$ cat src/rtl/fp_alu.sv
// Single-precision add/subtract with one registered result stage.
// Denormal inputs flush to zero; results round to nearest, ties to even.
module fp_alu (
    input  logic        clk,
    input  logic        rst,
    input  logic [31:0] a,
    input  logic [31:0] b,
    input  logic        op,
    output logic [31:0] out,
    output logic        overflow
);

    logic        sa, sb;
    logic [7:0]  ea, eb;
    logic [22:0] fa, fb;
    logic        a_zero, b_zero, a_inf, b_inf, a_nan, b_nan;

    assign sa = a[31];
    assign sb = b[31] ^ op;
    assign ea = a[30:23];
    assign eb = b[30:23];
    assign fa = a[22:0];
    assign fb = b[22:0];

    assign a_zero = (ea == 8'd0);
    assign b_zero = (eb == 8'd0);
    assign a_inf  = (ea == 8'hFF) && (fa == 23'd0);
    assign b_inf  = (eb == 8'hFF) && (fb == 23'd0);
    assign a_nan  = (ea == 8'hFF) && (fa != 23'd0);
    assign b_nan  = (eb == 8'hFF) && (fb != 23'd0);

    logic              swap;
    logic              s_big, s_small;
    logic [7:0]        e_big, e_small, diff;
    logic [23:0]       m_big, m_small;
    logic [52:0]       wide;
    logic [26:0]       small_al;
    logic [27:0]       sum;
    logic [4:0]        lzc;
    logic [26:0]       norm;
    logic signed [9:0] exp_n, exp_r;
    logic              round_up;
    logic [24:0]       mant_r;
    logic [22:0]       frac;
    logic [31:0]       res;
    logic              res_ov;

    always_comb begin
        swap     = ({eb, fb} > {ea, fa});
        s_big    = swap ? sb : sa;
        s_small  = swap ? sa : sb;
        e_big    = swap ? eb : ea;
        e_small  = swap ? ea : eb;
        m_big    = swap ? {1'b1, fb} : {1'b1, fa};
        m_small  = swap ? {1'b1, fa} : {1'b1, fb};
        diff     = e_big - e_small;

        // Aligned smaller mantissa: 24 bits + guard + round, sticky in bit 0.
        wide     = {m_small, 29'd0} >> diff;
        small_al = (diff >= 8'd26) ? 27'd1 : {wide[52:27], |wide[26:0]};

        if (s_big == s_small)
            sum = {1'b0, m_big, 3'b000} + {1'b0, small_al};
        else
            sum = {1'b0, m_big, 3'b000} - {1'b0, small_al};

        lzc = 5'd0;
        for (int i = 0; i < 27; i++)
            if (sum[i]) lzc = 5'(26 - i);

        if (sum[27]) begin
            norm  = {sum[27:2], sum[1] | sum[0]};
            exp_n = $signed({2'b00, e_big}) + 10'sd1;
        end else begin
            norm  = sum[26:0] << lzc;
            exp_n = $signed({2'b00, e_big}) - $signed({5'd0, lzc});
        end

        round_up = norm[2] & (norm[1] | norm[0] | norm[3]);
        mant_r   = {1'b0, norm[26:3]} + {24'd0, round_up};
        exp_r    = mant_r[24] ? exp_n + 10'sd1 : exp_n;
        frac     = mant_r[24] ? mant_r[23:1] : mant_r[22:0];

        res    = 32'd0;
        res_ov = 1'b0;
        if (a_nan || b_nan) begin
            res = 32'h7FC00000;
        end else if (a_inf && b_inf && (sa != sb)) begin
            res = 32'h7FC00000;
        end else if (a_inf) begin
            res = {sa, 8'hFF, 23'd0};
        end else if (b_inf) begin
            res = {sb, 8'hFF, 23'd0};
        end else if (a_zero && b_zero) begin
            res = {sa & sb, 31'd0};
        end else if (a_zero) begin
            res = {sb, b[30:0]};
        end else if (b_zero) begin
            res = {sa, a[30:0]};
        end else if (sum == 28'd0) begin
            res = 32'd0;
        end else if (exp_r >= 10'sd255) begin
            res    = {s_big, 8'hFF, 23'd0};
            res_ov = 1'b1;
        end else if (exp_r <= 10'sd0) begin
            res = {s_big, 31'd0};
        end else begin
            res = {s_big, exp_r[7:0], frac};
        end
    end

    always_ff @(posedge clk) begin
        if (rst) begin
            out      <= 32'd0;
            overflow <= 1'b0;
        end else begin
            out      <= res;
            overflow <= res_ov;
        end
    end

endmodule

$ cat config.mk
export PLATFORM = sky130hd
export DESIGN_NAME = fp_alu
export DESIGN_NICKNAME = d
export VERILOG_FILES = /design/src/rtl/fp_alu.sv
export SDC_FILE = /design/constraint.sdc
export NUM_CORES = 1
export LEC_CHECK = 0
export CAP_MARGIN = 20
export CORE_MARGIN = 5
export CORE_UTILIZATION = 34
export DETAILED_ROUTE_END_ITERATION = 10
export MAX_ROUTING_LAYER = met4
export SLEW_MARGIN = 15
export SYNTH_ARGS = -nofsm -noshare
export SYNTH_HDL_FRONTEND = slang
export SYNTH_SLANG_ARGS = --single-unit
$ cat constraint.sdc
create_clock -name clk -period 31.2 [get_ports clk]
set_clock_uncertainty 0.15 [all_clocks]
set_input_delay 7.8 -clock clk [delete_from_list [all_inputs] [get_ports clk]]
set_output_delay 7.8 -clock clk [all_outputs]
set_load 0.05 [all_outputs]
==> impl_metrics.json, run 1 <==
{
  "seqCellArea_um2": 660.6,
  "synthAdderAreaFrac": 0.08233,
  "synth_area_mm2": 0.01386,
  "yosys.area_share.simple": 0.3140,
  "grt_pass1_vias": 16740,
  "cts_buffers": 5,
  "die_height_um": 211.9,
  "critPathArrivalTime_ps": 23980,
  "finalSetupViolations": 0,
  "hp-class": "primary input to register",
  "worst_pin_slew_ps": 1151,
  "drv_slew": 0,
  "p_per_area_mw_per_mm2": 66.54,
  "maxCapViolations": 0,
  "cp_slowest_cell": "nor2_1",
  "cp-start-kind": "primary input",
  "synth-seq-cells": 33,
  "antenna_left": 0,
  "wl_per_cell_um": 27.99,
  "critPathCaptureType": "register",
  "synth_mux_area_frac": 0.04008,
  "drt_iter0_drc": 2530,
  "worstPathRequired_ps": 31250,
  "drive_gt1_frac": 0.07696,
  "grt.total_usage": 0.3222,
  "finalHoldViolations": 0,
  "yosys.area.top_type": "ha_1",
  "slew_headroom": 0.2255,
  "path_max_fanout": 58,
  "cts_tree": "yes",
  "dieArea_mm2": 0.04491,
  "crit_top_cell": "ha_1",
  "cts_max_path_buffers": 2,
  "grt_pass1_wl_mm": 109.2,
  "leakage_nw": 5.849,
  "whs_path_depth": 3,
  "whs_ps": 8130,
  "tns_ps": 0,
  "io_pins": 100,
  "ir_drop_mv": 0.05028,
  "min_period_over_period": 0.7669,
  "multi_input_area_mm2": 0.01224,
  "dpl.hpwl_mm": 59.04,
  "finalNetCount": 2274,
  "max_freq_mhz": 41.79,
  "yosys.cell_types.count": 138,
  "portBuffers": 99,
  "clockRootBuffer": "clkbuf_16",
  "fin_crit_ps": 23930,
  "initial_core_util": 0.3418,
  "cts_resized": 0,
  "synth-edff-count": 0,
  "status": "completed",
  "setup_slack_ps": 7272,
  "routed_wl_mm": 74.21,
  "cts.sinks": 33,
  "post_cts_buffers": 0,
  "firstDrtPassIters": 8,
  "rows": 74,
  "final_cell_mix": "nand2_1, nor2_1, a21oi_1, o21ai_0, inv_1",
  "vias": 18020,
  "synthArstFlopShare": 0,
  "die_w_um": 211.9,
  "slowest_delay_ps": 910,
  "seq_area_frac_synth": 0.04766,
  "yosysWarningCount": 0,
  "drc": 0,
  "synth_xor_area_frac": 0.04550,
  "antenna_found_initial": 1,
  "place_congestion": 1.028,
  "area_growth_pct": 10.77,
  "path_class": "primary input to register",
  "nFillCells": 4414,
  "synth_area_per_cell_um2": 6.604,
  "synth_top_area_share": 0.07944,
  "grt_max_degree": 79,
  "rsz0062_at_grt": "no",
  "cts_hold_buffers": 0,
  "synth_fp_nets": 2256,
  "grt_overflow": 0,
  "syn_inst": 2099,
  "core_region_area_mm2": 0.04055,
  "synth_area_leaders": "ha_1, a21oi_1, nand2_1",
  "layout_commonest_cell": "nand2_1",
  "clk_pin_slew_ps": 60,
  "avgViaCountPerCell": 6.796,
  "synth_ff_type": "dfxtp_1",
  "whs_endpoint": "out[31]",
  "htreeDepth": 2,
  "min-delay-start": "a[31]",
  "synth_compound_area_frac": 0.3996,
  "dp_slack_ps": 7531,
  "synth_top_family_by_area": "compound AO/OA/AOI/OAI gates"
}
[how the worst max path moves through the flow]
stage / from / to / slack [ps]
after floorplan: a[25] / out[11] / 11120
after global placement: a[23] / out[7] / 7580
after detailed placement: a[23] / out[11] / 7530
after CTS: a[23] / out[11] / 7780
after global routing: a[23] / out[11] / 6510
final: a[23] / out[11] / 7270
[power breakdown]
part	switching [mW]	leakage [nW]	total [mW]	internal, mW
sequential	0.00765	0.274	0.0663	0.0586
clock	0.0219	0.0800	0.0598	0.0379
combinational	0.619	5.49	0.896	0.276
[cells in the mapped netlist (9+ instances only)]
| library cell | n |
|---|---|
| o22ai_1 | 23 |
| o21a_1 | 11 |
| o2bb2ai_1 | 15 |
| inv_1 | 108 |
| o21ai_1 | 29 |
| nand2_1 | 224 |
| mux2_2 | 10 |
| xnor2_1 | 41 |
| o21bai_1 | 15 |
| nand3b_1 | 10 |
| or3_1 | 23 |
| a31oi_1 | 27 |
| nand3_1 | 95 |
| or2_2 | 11 |
| nor3_1 | 87 |
| or4_1 | 9 |
| nand4_1 | 31 |
| and2_1 | 24 |
| o21ai_0 | 137 |
| o31ai_1 | 20 |
| clkbuf_1 | 74 |
| o2111ai_1 | 11 |
| nor4_1 | 35 |
| o211ai_1 | 23 |
| dfxtp_1 | 33 |
| a221oi_1 | 19 |
| a211oi_1 | 39 |
| and3_1 | 17 |
| ha_1 | 88 |
| xor2_1 | 26 |
| nor2b_1 | 20 |
| a211o_1 | 13 |
| o221ai_1 | 16 |
| mux2i_1 | 29 |
| nor2_1 | 194 |
| a21oi_1 | 173 |
| a22oi_1 | 33 |
| o32ai_1 | 10 |
| a21o_1 | 29 |
| buf_2 | 20 |
| nand2b_1 | 11 |
[per-layer routing]
layer | global-route usage | vias up | share of wire
met5 | - | - | 0
met4 | 0.1173 | 0 | 0.046
met3 | 0.04001 | 196 | 0.094
met2 | 0.4791 | 1153 | 0.43
met1 | 0.4481 | 8628 | 0.43
li1 | - | 8039 | -
[state kept, by name, summed over array words and instances, names as in the netlist]
signal,cells
overflow,1
out,32
[final cells by class]
cell class / instances / share of cell area
Multi-Input combinational cell: 1839 / 0.7969
Clock buffer: 5 / 0.008149
Inverter: 111 / 0.02714
Antenna cell: 1 / 0.0001630
Timing Repair Buffer: 127 / 0.07823
Tap cell: 532 / 0.04335
Clock inverter: 3 / 0.003015
Sequential cell: 33 / 0.04303
[cell families after synthesis]
kind of cell | count (synthesis)
buffers and inverters | 227
multiplexers | 47
flip-flops | 33
AND/OR/NAND/NOR | 852
XOR/XNOR | 69
adder cells (fa/ha/maj) | 90
AO/OA/AOI/OAI | 781
[metrics by stage]
step	utilization	power [mW]	std cells	cell area, µm²
2_1_floorplan	-	0.6453	2099	13860
3_3_place_gp	0.3743	0.9396	2642	15180
3_5_place_dp	0.3743	0.9245	2642	15180
4_1_cts	0.3785	0.9894	2650	15350
5_1_grt	0.3786	1.068	2651	15350
6_report	0.3786	1.022	2651	15350
[worst max-delay path, delay by kind of cell]
kind                     cells  cell delay (ps)
XOR/XNOR                     1              490
AND/OR/NAND/NOR             16             5500
buffers and inverters        5             1740
AO/OA/AOI/OAI               17             6510
adder cells (fa/ha/maj)      4             1070
multiplexers                 3              780
Power figures use the tool's default switching activity.
==> run 2, diff against run 1 <==
==> constraint.sdc (replaced) <==
create_clock -name clk -period 19.8 [get_ports clk]
set_clock_uncertainty 0.15 [all_clocks]
set_input_delay 4.95 -clock clk [delete_from_list [all_inputs] [get_ports clk]]
set_output_delay 4.95 -clock clk [all_outputs]
set_load 0.05 [all_outputs]
==> run 2 against run 1 <==
  * Clock-buffer cell count rose by 1
  * Via count is essentially flat
  * Die area unchanged
  * Global-route usage shrank 0.076 points
  * Sequential power is 60% higher
  * Power up 59%
  * Clock power grew 57%
  * Sequential share of layout area down 0.065 points
  * Hold slack worse by 2900 ps
  * Critical path depth increased by 1
  * Combinational power grew 58%
  * Flip-flop and latch count is the same
  * Critical endpoint unchanged
==> impl_metrics.json, run 2 (synthesis results as in run 1) <==
{
  "status": "completed",
  "setup_slack_ps": 779.4,
  "slowest_delay_ps": 690,
  "wl_per_cell_um": 27.45,
  "io_pins": 100,
  "cts_tree": "yes",
  "final_cell_mix": "nand2_1, nor2_1, a21oi_1, o21ai_0, inv_1",
  "min_period_over_period": 0.9606,
  "path_max_fanout": 19,
  "crit_top_cell": "ha_1",
  "antenna_found_initial": 4,
  "top_register": "out",
  "leakage_nw": 6.001,
  "min-delay-start": "b[30]",
  "rsz0062_at_grt": "no",
  "initial_core_util": 0.3418,
  "firstDrtPassIters": 8,
  "hp-class": "primary input to register",
  "dp_cells": 2673,
  "cts_buffers": 5,
  "cts_resized": 0,
  "maxCapViolations": 0,
  "cp-start-kind": "primary input",
  "core_region_area_mm2": 0.04055,
  "cp_slowest_cell": "a31oi_1",
  "die_height_um": 211.9,
  "rows": 74,
  "cts_hold_buffers": 0,
  "layoutNonFillerInstCount": 2686,
  "grt_max_degree": 78,
  "portBuffers": 99,
  "critPathCaptureType": "register",
  "ir_drop_mv": 0.05390,
  "grt_overflow": 0,
  "path_class": "primary input to register",
  "largest_reg_flops": 32,
  "layout_commonest_cell": "nand2_1",
  "dpl.hpwl_mm": 59.85,
  "whs_endpoint": "out[30]",
  "worstPathRequired_ps": 19840,
  "area_growth_pct": 12.48,
  "vias": 18010,
  "place_congestion": 1.023,
  "finalHoldViolations": 0,
  "tns_ps": 0,
  "cts.sinks": 33,
  "final_core_util": 0.3844,
  "die_w_um": 211.9,
  "routed_wl_mm": 73.74,
  "critPathArrivalTime_ps": 19060,
  "dp_slack_ps": 902.1,
  "antenna_left": 0,
  "worst_pin_slew_ps": 1185,
  "grt_pass1_wl_mm": 108.9,
  "clockRootBuffer": "clkbuf_16",
  "avgViaCountPerCell": 6.705,
  "top_regs": "out x32, overflow x1",
  "htreeDepth": 2,
  "fin_total_pwr_mw": 1.620,
  "drv_slew": 0,
  "cts_max_path_buffers": 2,
  "slew_headroom": 0.2036,
  "grt.total_usage": 0.3214,
  "max_freq_mhz": 52.57,
  "dieArea_mm2": 0.04491,
  "clk_pin_slew_ps": 60,
  "p_per_area_mw_per_mm2": 103.9,
  "fin_crit_ps": 19020,
  "drt_iter0_drc": 2430,
  "finalNetCount": 2306,
  "whs_path_depth": 3,
  "drc": 0,
  "finalSetupViolations": 0,
  "post_cts_buffers": 0,
  "grt_pass1_vias": 16850,
  "drive_gt1_frac": 0.09070
}
run 2: worst max-delay path by stage:
stage,end,start,cells past startpoint,slack [ps]
global route,out[7],a[25],49,9
floorplan,out[11],a[25],55,2570
CTS,out[25],a[25],47,1090
global placement,out[25],a[25],49,1150
detailed placement,out[25],a[25],47,900
finish,out[11],a[25],47,780
run 2: per-layer routing:
layer | vias to the layer above | GRT usage | wire length, µm
met4 | 0 | 0.1004 | 2985
met5 | - | - | 0
met2 | 1053 | 0.4947 | 32460
li1 | 8124 | - | -
met3 | 186 | 0.05868 | 7036
met1 | 8646 | 0.4287 | 31260
run 2: power by group:
part	internal [mW]	switching (mW)	leakage, nW	total [mW]
logic	0.449	0.971	5.64	1.42
clock network	0.0628	0.0311	0.0831	0.0939
registers	0.0924	0.0133	0.274	0.106
total	0.604	1.02	6.00	1.62
run 2: worst max-delay path, delay by kind of cell:
kind                     cells  cell delay (ps)
AO/OA/AOI/OAI               20             5270
XOR/XNOR                     2              980
adder cells (fa/ha/maj)      4             1370
buffers and inverters        2              760
multiplexers                 2              310
AND/OR/NAND/NOR             17             5390
run 2: layout make-up:
type,instances,area [µm²]
diodes,4,10.01
clock buffers,6,138.9
clock inverters,2,37.54
fillers,4372,24960
inverters,111,416.7
multi-input cells,1839,12220
flip-flops and latches,33,660.6
well taps,532,665.6
repair buffers,159,1436
run 2: per-stage QoR:
step	instance area, µm²	hold WS, ps
global route	15590	5320
CTS	15570	5267
finish	15590	5279
global placement	15390	5559
floorplan	13860	4968
detailed placement	15400	5562
==> run 3, diff against run 2 <==
--- a/config.mk
+++ b/config.mk
@@ -14,3 +14,4 @@
 export SYNTH_ARGS = -nofsm -noshare
 export SYNTH_HDL_FRONTEND = slang
 export SYNTH_SLANG_ARGS = --single-unit
+export TNS_END_PERCENT = 5
==> results of run 3 <==
No change in the layout: final DEF, timing and power equal those of run 2.
